`src/rtl/seq_mult_pkg.sv`:
```
// Shared state encoding and sizing helper for the sequential shift-add multiplier.
package seq_mult_pkg;

  typedef logic [1:0] state_t;

  localparam state_t S_IDLE = 2'd0;
  localparam state_t S_CALC = 2'd1;
  localparam state_t S_DONE = 2'd2;

  // Step counter must hold 0..width-1; never narrower than one bit.
  function automatic int cntWidth(input int width);
    return (width <= 2) ? 1 : $clog2(width);
  endfunction

endpackage

```
`src/rtl/seq_mult_pp_step.sv`:
```
// One partial-product step: adds or subtracts the shifted multiplicand into the accumulator.
module seq_mult_pp_step
  import seq_mult_pkg::*;
#(
  parameter int PW = 16
) (
  input  logic [PW-1:0] i_acc,
  input  logic [PW-1:0] i_addend,
  input  logic          i_addEn,
  input  logic          i_subtract,
  output logic [PW-1:0] o_result
);

  always_comb begin
    o_result = i_acc;
    if (i_addEn) begin
      o_result = i_subtract ? (i_acc - i_addend) : (i_acc + i_addend);
    end
  end

endmodule

```
`src/rtl/seq_mult_param.sv`:
```
// Parametrised sequential shift-add multiplier, signed or unsigned per operation.
// Optional build macro SEQ_MULT_EARLY_TERM_EN: leave CALC once no multiplier bits remain.
module seq_mult_param
  import seq_mult_pkg::*;
#(
  parameter int WIDTH = 8
) (
  input  logic               clock,
  input  logic               reset_n,
  input  logic               start,
  input  logic               signed_mode,
  input  logic [WIDTH-1:0]   data_a,
  input  logic [WIDTH-1:0]   data_b,
  output logic               busy,
  output logic               done,
  output logic [2*WIDTH-1:0] product
);

  localparam int PW = 2 * WIDTH;
  localparam int CW = cntWidth(WIDTH);
  localparam logic [CW-1:0] LAST_STEP = CW'(WIDTH - 1);

  state_t          r_state;
  logic [PW-1:0]   r_a;
  logic [WIDTH-1:0] r_b;
  logic [PW-1:0]   r_acc;
  logic [CW-1:0]   r_cnt;
  logic            r_signed;
  logic [PW-1:0]   r_product;

  logic            w_lastStep;
  logic            w_subtract;
  logic            w_exit;
  logic [PW-1:0]   w_accNext;
  logic [PW-1:0]   w_aLoad;

  assign w_lastStep = (r_cnt == LAST_STEP);
  // The MSB of a two's complement multiplier carries weight -2^(WIDTH-1).
  assign w_subtract = r_signed & w_lastStep;
  assign w_aLoad    = signed_mode ? {{WIDTH{data_a[WIDTH-1]}}, data_a}
                                  : {{WIDTH{1'b0}}, data_a};

`ifdef SEQ_MULT_EARLY_TERM_EN
  assign w_exit = w_lastStep | (r_b[WIDTH-1:1] == '0);
`else
  assign w_exit = w_lastStep;
`endif

  seq_mult_pp_step #(
    .PW(PW)
  ) u_ppStep (
    .i_acc      (r_acc),
    .i_addend   (r_a),
    .i_addEn    (r_b[0]),
    .i_subtract (w_subtract),
    .o_result   (w_accNext)
  );

  always_ff @(posedge clock or negedge reset_n) begin
    if (!reset_n) begin
      r_state   <= S_IDLE;
      r_a       <= '0;
      r_b       <= '0;
      r_acc     <= '0;
      r_cnt     <= '0;
      r_signed  <= 1'b0;
      r_product <= '0;
    end else begin
      case (r_state)
        S_IDLE: begin
          if (start) begin
            r_a      <= w_aLoad;
            r_b      <= data_b;
            r_acc    <= '0;
            r_cnt    <= '0;
            r_signed <= signed_mode;
            r_state  <= S_CALC;
          end
        end
        S_CALC: begin
          r_acc <= w_accNext;
          r_a   <= r_a << 1;
          r_b   <= r_b >> 1;
          r_cnt <= r_cnt + CW'(1);
          if (w_exit) begin
            r_product <= w_accNext;
            r_state   <= S_DONE;
          end
        end
        // Stay here while start is held so one request yields one result.
        S_DONE: begin
          if (!start) begin
            r_state <= S_IDLE;
          end
        end
        default: r_state <= S_IDLE;
      endcase
    end
  end

  assign busy    = (r_state == S_CALC);
  assign done    = (r_state == S_DONE);
  assign product = r_product;

endmodule

```
`config.mk`:
```
export PLATFORM = sky130hd
export DESIGN_NAME = seq_mult_param
export DESIGN_NICKNAME = d
export VERILOG_FILES = /design/src/rtl/seq_mult_pkg.sv /design/src/rtl/seq_mult_pp_step.sv /design/src/rtl/seq_mult_param.sv
export SDC_FILE = /design/constraint.sdc
export NUM_CORES = 1
export LEC_CHECK = 0
export ABC_AREA = 1
export ABC_CLOCK_PERIOD_IN_PS = 2900
export BUFFER_PORTS_ARGS = -buffer_cell sky130_fd_sc_hd__buf_2
export CAP_MARGIN = 20
export CELL_PAD_IN_SITES_DETAIL_PLACEMENT = 0
export CELL_PAD_IN_SITES_GLOBAL_PLACEMENT = 1
export CORE_AREA = 2 2 87 172
export DETAILED_ROUTE_END_ITERATION = 10
export DIE_AREA = 0 0 89 174
export GPL_ROUTABILITY_DRIVEN = 0
export PLACE_DENSITY_LB_ADDON = 0.1
export SYNTH_ARGS = -nofsm -noshare
export SYNTH_HDL_FRONTEND = slang
export SYNTH_HIERARCHICAL = 1
export SYNTH_SLANG_ARGS = --single-unit
```
`constraint.sdc`:
```
create_clock -name clock -period 2.9 [get_ports clock]
set_clock_uncertainty 0.05 [all_clocks]
set_input_delay 0.29 -clock clock [delete_from_list [all_inputs] [get_ports clock]]
set_output_delay 0.29 -clock clock [all_outputs]
set_load 0.005 [all_outputs]
```
==> out/metrics.cfg, run 1 <==
[yosys]
most_common_cell_in_the_synthesized_netlist = sky130_fd_sc_hd__nand2_1
synth_common_cells = 148 x sky130_fd_sc_hd__nand2_1, 100 x sky130_fd_sc_hd__nand3_1, 71 x sky130_fd_sc_hd__inv_1
netlist.top_cell.by_area = sky130_fd_sc_hd__dfrtp_1
synthArstFlopShare = 1.00
postSynthNetCount = 604
synth.top_cell.area_share = 0.375
synth-edff-count = 0
number_of_library_cell_types_mapped_by_synthesis = 37
synth_top_flop_cell = sky130_fd_sc_hd__dfrtp_1
postSynthAreaPerCell_um2 = 7.33
syn-cell-area_um2 = 4140
synth-seq-area-share = 0.375
post_synth_main_area_contributors = sky130_fd_sc_hd__dfrtp_1 37%, sky130_fd_sc_hd__nand2_1 13%, sky130_fd_sc_hd__nand3_1 12%
yosys_warnings = 6
postSynthCellCount = 565
postSynthRegisterBits = 62

[timing]
rsz_0062_raised_after_global_routing = true
period_minus_slack_ns = 2.76
min_period_over_period = 0.953
setup_failing_eps_final = 0
final-max-slew-violation-count = 0
worst_slew_margin_rel = 0.459
total_count_of_hold_check_failures_in_the_final_report = 0
worstMarginPinSlew_ns = 0.811
holdWs_ns = 0.125
timing.fmax_mhz = 362

[power]
seq_power_share = 0.212
swShare = 0.459
vdd.ir_drop.worst_mv = 0.465
intPower_mw = 4.14
p_clk_frac = 0.152
power.density_nw_per_um2 = 1390
p_comb_frac = 0.636
leakagePower_nw = 2.83
post-layout-total-power_mw = 7.65
p_sw_mw = 3.51

[clocking]
total_number_of_clock_tree_sinks = 62
clk_pin_slew_ns = 0.06
cts_buffer_depth = 2
cts_tree = built
clock_latency_late_sink_ns = 0.33
cts_root_buf = sky130_fd_sc_hd__clkbuf_16
ctsHtreeMaxLevel = 3
cts-buffers-inserted = 9

[layout]
finish.utilization = 0.387
fraction_of_final_layout_cells_sized_beyond_drive_strength_1 = 0.315
synthToLayoutAreaGrowth_pct = 33.2
num_antenna_cells = 0
finish.net_count = 675

[floorplanning]
std_cell_rows = 62
core_um2 = 14300
chipWidth_um = 89
dieHeight_um = 174
initial_utilization = 0.290
die_footprint_um2 = 15500
i_o_pin_total = 38

[global_route]
grt_pass1_vias = 3840
grt_overflow_total = 0
grt_antenna_before_repair = 0
grt_pass1_wl_um = 19300
largest_net_degree_at_the_start_of_global_routing = 63
grt_use_total = 0.162

[setup_path]
timing.critical_path.cells = ha_2, ha_4, nand2_4, inv_8, clkinv_8, buf_12, nand2_4, o21ai_2, xor2_1, ha_1, buf_4, a21oi_2, nand2_1, a21oi_2, nand3b_1, nand3_1, nand2_2, nand3_1, nand2_1
rr_startpoint = r_cnt[1]
kind_of_end_point_of_the_critical_path = register
setup.reg_to_reg.worst_slack_ns = 0.14
critical_path_arrival_ns = 2.93
timing.critical_path.required_ns = 3.07
reg2reg_depth = 19
path_class = register to register
cp-startpoint = r_cnt[1]
critical_path.endpoint = product[14]
rr_endpoint = product[14]
cp_slowest_stage_delay_ns = 0.36
startpoint_type = register
top_fanout_value_on_the_critical_path = 6
cpMaxStageDelayCell = sky130_fd_sc_hd__dfrtp_1

[placement]
detailedPlacementHpwl_um = 8280
io_buffer_count = 37

[status]
status = finished clean

[route]
via_count = 3775
firstDrtPassIters = 4
route.final.wire_length_um = 11800
drc = 0
detail_route.wl_per_cell_um = 14.2
detail-route-antenna-nets = 0
drt_iter0_drc = 167
detail_route.vias_per_cell = 4.53

[hold_path]
holdCritPathClass = primary input to register

[run]
timing.max_cap.violations = 0

## flip-flops by register name (all words and copies together) (netlist names)
| signal | count |
|---|---|
| r_a | 16 |
| r_acc | 16 |
| r_cnt | 3 |
| product | 16 |
| r_state | 2 |
| r_b | 8 |
| r_signed | 1 |
## worst min-delay path by stage
stage	startpoint	to	slack, ns	cells after the start
detailed placement	reset_n	r_state[0]	0.29	2
global route	data_a[0]	r_a[0]	0.13	3
floorplan	reset_n	product[0]	-0.06	0
global placement	reset_n	r_state[0]	0.28	2
CTS	data_a[0]	r_a[0]	0.12	3
finish	data_a[0]	r_a[0]	0.12	3
## power groups by stage
stage / clock, mW / combinational (mW) / sequential (mW)
detailed placement: 0 / 4.09 / 1.60
CTS: 1.20 / 4.27 / 1.60
finish: 1.16 / 4.87 / 1.62
global route: 1.24 / 5.45 / 1.68
floorplan: 0 / 2.79 / 1.51
global placement: 0 / 4.06 / 1.59
## worst max-delay path: cells and delay by family (launching register included)
family | cells | cell delay [ns]
adder cells (fa/ha/maj) | 3 | 0.69
flip-flops | 1 | 0.36
XOR/XNOR | 1 | 0.16
AO/OA/AOI/OAI | 3 | 0.31
AND/OR/NAND/NOR | 8 | 0.60
buffers and inverters | 4 | 0.45
## stage by stage
step	TNS, ns	setup WS [ns]	area, µm²	instances
2_1_floorplan	0	0.0292	4170	565
3_3_place_gp	-0.641	-0.134	4750	809
3_5_place_dp	-1.20	-0.182	4750	809
4_1_cts	0	0.00952	5150	828
5_1_grt	-0.212	-0.0474	5520	833
6_report	0	0.135	5520	833
## repair_timing
item | CTS | global route
setup buffers | 2 | 5
pin swaps | 13 | 39
setup endpoints to repair | 18 | 24
hold endpoints to repair | 62 | 0
gates cloned | 0 | 0
resized for setup | 19 | 84
hold buffers | 1 | 0
## layer usage
metal | track usage | part of all wire | routed length (µm) | vias to the layer above
li1 | - | - | - | 1960
met1 | 0.184 | 0.41 | 4870 | 1767
met2 | 0.293 | 0.55 | 6480 | 34
met3 | 0.0290 | 0.016 | 188 | 14
met4 | 0.0591 | 0.021 | 251 | 0
met5 | 0 | 0 | 0 | -
## kinds of logic (layout without fill, tap and decap cells)
group / Yosys count / after routing / synth area share
adder cells (fa/ha/maj): 19 / 19 / 0.0592
AO/OA/AOI/OAI: 69 / 69 / 0.0954
buffers and inverters: 98 / 174 / 0.104
XOR/XNOR: 18 / 18 / 0.0381
AND/OR/NAND/NOR: 299 / 299 / 0.328
flip-flops: 62 / 62 / 0.375
## final cells by class
class / instances / area, µm²
multi-input combinational: 405 / 2530
clock inverter: 6 / 86.3
sequential: 62 / 1550
clock buffer: 10 / 229
tap: 192 / 240
fill: 1556 / 8760
inverter: 74 / 300
timing repair buffer: 84 / 577
## layout by cell type, fill, tap and decap left out, types with 3 or more instances in the layout
cell and instances:
sky130_fd_sc_hd__a21oi_1 9, sky130_fd_sc_hd__a21oi_2 8, sky130_fd_sc_hd__buf_2 37, sky130_fd_sc_hd__buf_4 41, sky130_fd_sc_hd__buf_6 3, sky130_fd_sc_hd__clkbuf_16 9, sky130_fd_sc_hd__dfrtp_1 60, sky130_fd_sc_hd__ha_1 8
sky130_fd_sc_hd__ha_2 3, sky130_fd_sc_hd__ha_4 7, sky130_fd_sc_hd__inv_1 62, sky130_fd_sc_hd__inv_2 9, sky130_fd_sc_hd__nand2_1 132, sky130_fd_sc_hd__nand2_2 21, sky130_fd_sc_hd__nand2_4 10, sky130_fd_sc_hd__nand3_1 91
sky130_fd_sc_hd__nand3_2 8, sky130_fd_sc_hd__nor2_1 16, sky130_fd_sc_hd__nor2_2 5, sky130_fd_sc_hd__nor2_4 4, sky130_fd_sc_hd__o21ai_0 15, sky130_fd_sc_hd__o21ai_1 14, sky130_fd_sc_hd__o21ai_2 13, sky130_fd_sc_hd__o21bai_1 3
sky130_fd_sc_hd__xnor2_1 6, sky130_fd_sc_hd__xor2_1 11
No activity file was read; power rests on OpenSTA's default activity.
==> run 2, diff against run 1 <==
--- a/config.mk
+++ b/config.mk
@@ -11,9 +11,9 @@
 export CAP_MARGIN = 20
 export CELL_PAD_IN_SITES_DETAIL_PLACEMENT = 0
 export CELL_PAD_IN_SITES_GLOBAL_PLACEMENT = 1
-export CORE_AREA = 2 2 87 172
+export CORE_AREA = 2 2 121 123
 export DETAILED_ROUTE_END_ITERATION = 10
-export DIE_AREA = 0 0 89 174
+export DIE_AREA = 0 0 123 125
 export GPL_ROUTABILITY_DRIVEN = 0
 export PLACE_DENSITY_LB_ADDON = 0.1
 export SYNTH_ARGS = -nofsm -noshare
==> run 2 against run 1 <==
Via count shrank 0.48%. Cell count decreased by 2.2%. Sequential share of layout area is 0.76 points higher. Global-route usage down 0.53 points. Combinational power fell by 7.2%. Routed wire length fell by 6.0%. Die area decreased by 0.72%. Critical path type unchanged.
==> out/metrics.cfg, run 2 (synthesis gave the netlist of run 1 again) <==
[global_route]
grt_pass1_vias = 3746
grt_antenna_before_repair = 0
largest_net_degree_at_the_start_of_global_routing = 40
grt_pass1_wl_um = 18900
grt_use_total = 0.157
grt_overflow_total = 0

[timing]
period_minus_slack_ns = 2.74
min_period_over_period = 0.944
worstMarginPinSlew_ns = 0.780
worst_slew_margin_rel = 0.480
setup-tns-final_ns = 0
timing.fmax_mhz = 365
rsz_0062_raised_after_global_routing = true
final-max-slew-violation-count = 0
total_count_of_hold_check_failures_in_the_final_report = 0
setup_failing_eps_final = 0

[clocking]
ctsHtreeMaxLevel = 3
total_number_of_clock_tree_sinks = 62
clk_pin_slew_ns = 0.05
cts_tree = built
cts_buffer_depth = 2
cts_root_buf = sky130_fd_sc_hd__clkbuf_16
clock_latency_late_sink_ns = 0.34
cts-buffers-inserted = 9

[layout]
final-instance-count-excl-fill = 815
finish.utilization = 0.378
fillerInstances = 1537
finish.net_count = 665
multi_input_comb_area_um2 = 2520
num_antenna_cells = 0
final-seq-area_um2 = 1550
synthToLayoutAreaGrowth_pct = 29.6
most_used_cells_in_the_layout_excluding_fill_and_tap_cells = 133 x sky130_fd_sc_hd__nand2_1, 93 x sky130_fd_sc_hd__nand3_1, 64 x sky130_fd_sc_hd__inv_1, 61 x sky130_fd_sc_hd__dfrtp_1, 37 x sky130_fd_sc_hd__buf_2
layout.cells.most_common = sky130_fd_sc_hd__nand2_1
fraction_of_final_layout_cells_sized_beyond_drive_strength_1 = 0.307

[floorplanning]
initial_utilization = 0.292
std_cell_rows = 44
dieHeight_um = 125
core_um2 = 14200
i_o_pin_total = 38
die_footprint_um2 = 15400
chipWidth_um = 123

[placement]
detailedPlacementHpwl_um = 7970
place_inst = 795
io_buffer_count = 37

[power]
leakagePower_nw = 2.74
power.density_nw_per_um2 = 1340
vdd.ir_drop.worst_mv = 0.435

[route]
firstDrtPassIters = 4
drc = 0
via_count = 3757
drt_iter0_drc = 119
detail_route.vias_per_cell = 4.61
route.final.wire_length_um = 11100
detail_route.wl_per_cell_um = 13.6
detail-route-antenna-nets = 0

[hold_path]
hold_path.startpoint = data_b[7]
holdCritPathClass = primary input to register
min_delay_path_depth = 3

[setup_path]
cpMaxStageDelayCell = sky130_fd_sc_hd__dfrtp_1
critical_path_arrival_ns = 2.97
timing.critical_path.cells = ha_2, ha_4, nand2_4, inv_8, inv_8, buf_12, nand2_4, xor2_1, ha_1, a21o_1, a21oi_1, nand3_2, xnor2_2, o21ai_2, nand3_1, nand2_1
kind_of_end_point_of_the_critical_path = register
rr_startpoint = r_cnt[0]
worst_path_bufs_invs = 3
cp-startpoint = r_cnt[0]
timing.critical_path.required_ns = 3.13
startpoint_type = register
rr_endpoint = product[12]
top_fanout_value_on_the_critical_path = 6
path_class = register to register
cp_slowest_stage_delay_ns = 0.38
setup.reg_to_reg.worst_slack_ns = 0.16
cp.depth = 16
critical_path.endpoint = product[12]
reg2reg_depth = 16
critPathTopFamily = adder cells

[run]
timing.max_cap.violations = 0

[status]
status = finished clean

run 2: changes by cell type in the layout (fill, tap and decap cells not counted), moves of 3 or more:
cell	previous run	this run
sky130_fd_sc_hd__buf_4	41	34
sky130_fd_sc_hd__clkbuf_8	0	3
sky130_fd_sc_hd__nand2_2	21	24
sky130_fd_sc_hd__nand2_4	10	6
sky130_fd_sc_hd__xor2_1	11	8
sky130_fd_sc_hd__xor2_2	0	3
run 2: how the worst min path moves through the flow:
stage / slack [ns] / to
global placement: 0.03 / r_acc[13]
floorplan: -0.06 / product[0]
detailed placement: 0.04 / r_acc[13]
CTS: 0.10 / r_b[7]
global route: 0.13 / r_b[7]
finish: 0.12 / r_b[7]
run 2: where the power goes:
group | internal (mW) | switching (mW) | total, mW
Combinational | 1.94 | 2.59 | 4.52
Sequential | 1.25 | 0.396 | 1.65
Clock | 0.645 | 0.394 | 1.04
run 2: cell type report:
cell class                      count  area share
Multi-Input combinational cell    405       0.470
Sequential cell                    62       0.289
Clock buffer                       13      0.0503
Tap cell                          184      0.0429
Clock inverter                      3     0.00326
Timing Repair Buffer               74      0.0897
Inverter                           74      0.0550
run 2: stage by stage:
step           power [mW]  worst slack [ns]  instance area (µm²)  hold slack (ns)
6_report             7.21             0.162                 5370            0.115
5_1_grt              7.98           -0.0833                 5370            0.127
4_1_cts              6.67           0.00313                 5020            0.102
3_5_place_dp         5.53           -0.0943                 4690           0.0351
3_3_place_gp         5.51           -0.0533                 4690           0.0339
2_1_floorplan        4.30            0.0292                 4170          -0.0556
run 2: worst register-to-register path, cell delays in order, from the launching register on:
cell and delay (ns):
sky130_fd_sc_hd__dfrtp_1 0.38, sky130_fd_sc_hd__ha_2 0.20, sky130_fd_sc_hd__ha_4 0.16, sky130_fd_sc_hd__nand2_4 0.08, sky130_fd_sc_hd__inv_8 0.05, sky130_fd_sc_hd__inv_8 0.07, sky130_fd_sc_hd__buf_12 0.11, sky130_fd_sc_hd__nand2_4 0.06
sky130_fd_sc_hd__xor2_1 0.15, sky130_fd_sc_hd__ha_1 0.37, sky130_fd_sc_hd__a21o_1 0.22, sky130_fd_sc_hd__a21oi_1 0.15, sky130_fd_sc_hd__nand3_2 0.12, sky130_fd_sc_hd__xnor2_2 0.16, sky130_fd_sc_hd__o21ai_2 0.18, sky130_fd_sc_hd__nand3_1 0.10
sky130_fd_sc_hd__nand2_1 0.07
run 2: timing repair:
item	CTS	global route
endpoints found under the hold margin	23	0
endpoints found under the setup margin	12	26
hold buffers	1	0
pin swaps	5	26
gates resized for setup	10	84
setup buffers	1	2
run 2: per-layer routing:
| layer | global-route usage | wire length (µm) | up-vias |
|---|---|---|---|
| met5 | 0 | 0 | - |
| met4 | 0.0695 | 236 | 0 |
| met3 | 0.0260 | 255 | 16 |
| met2 | 0.241 | 5100 | 39 |
| met1 | 0.216 | 5490 | 1771 |
| li1 | - | - | 1931 |
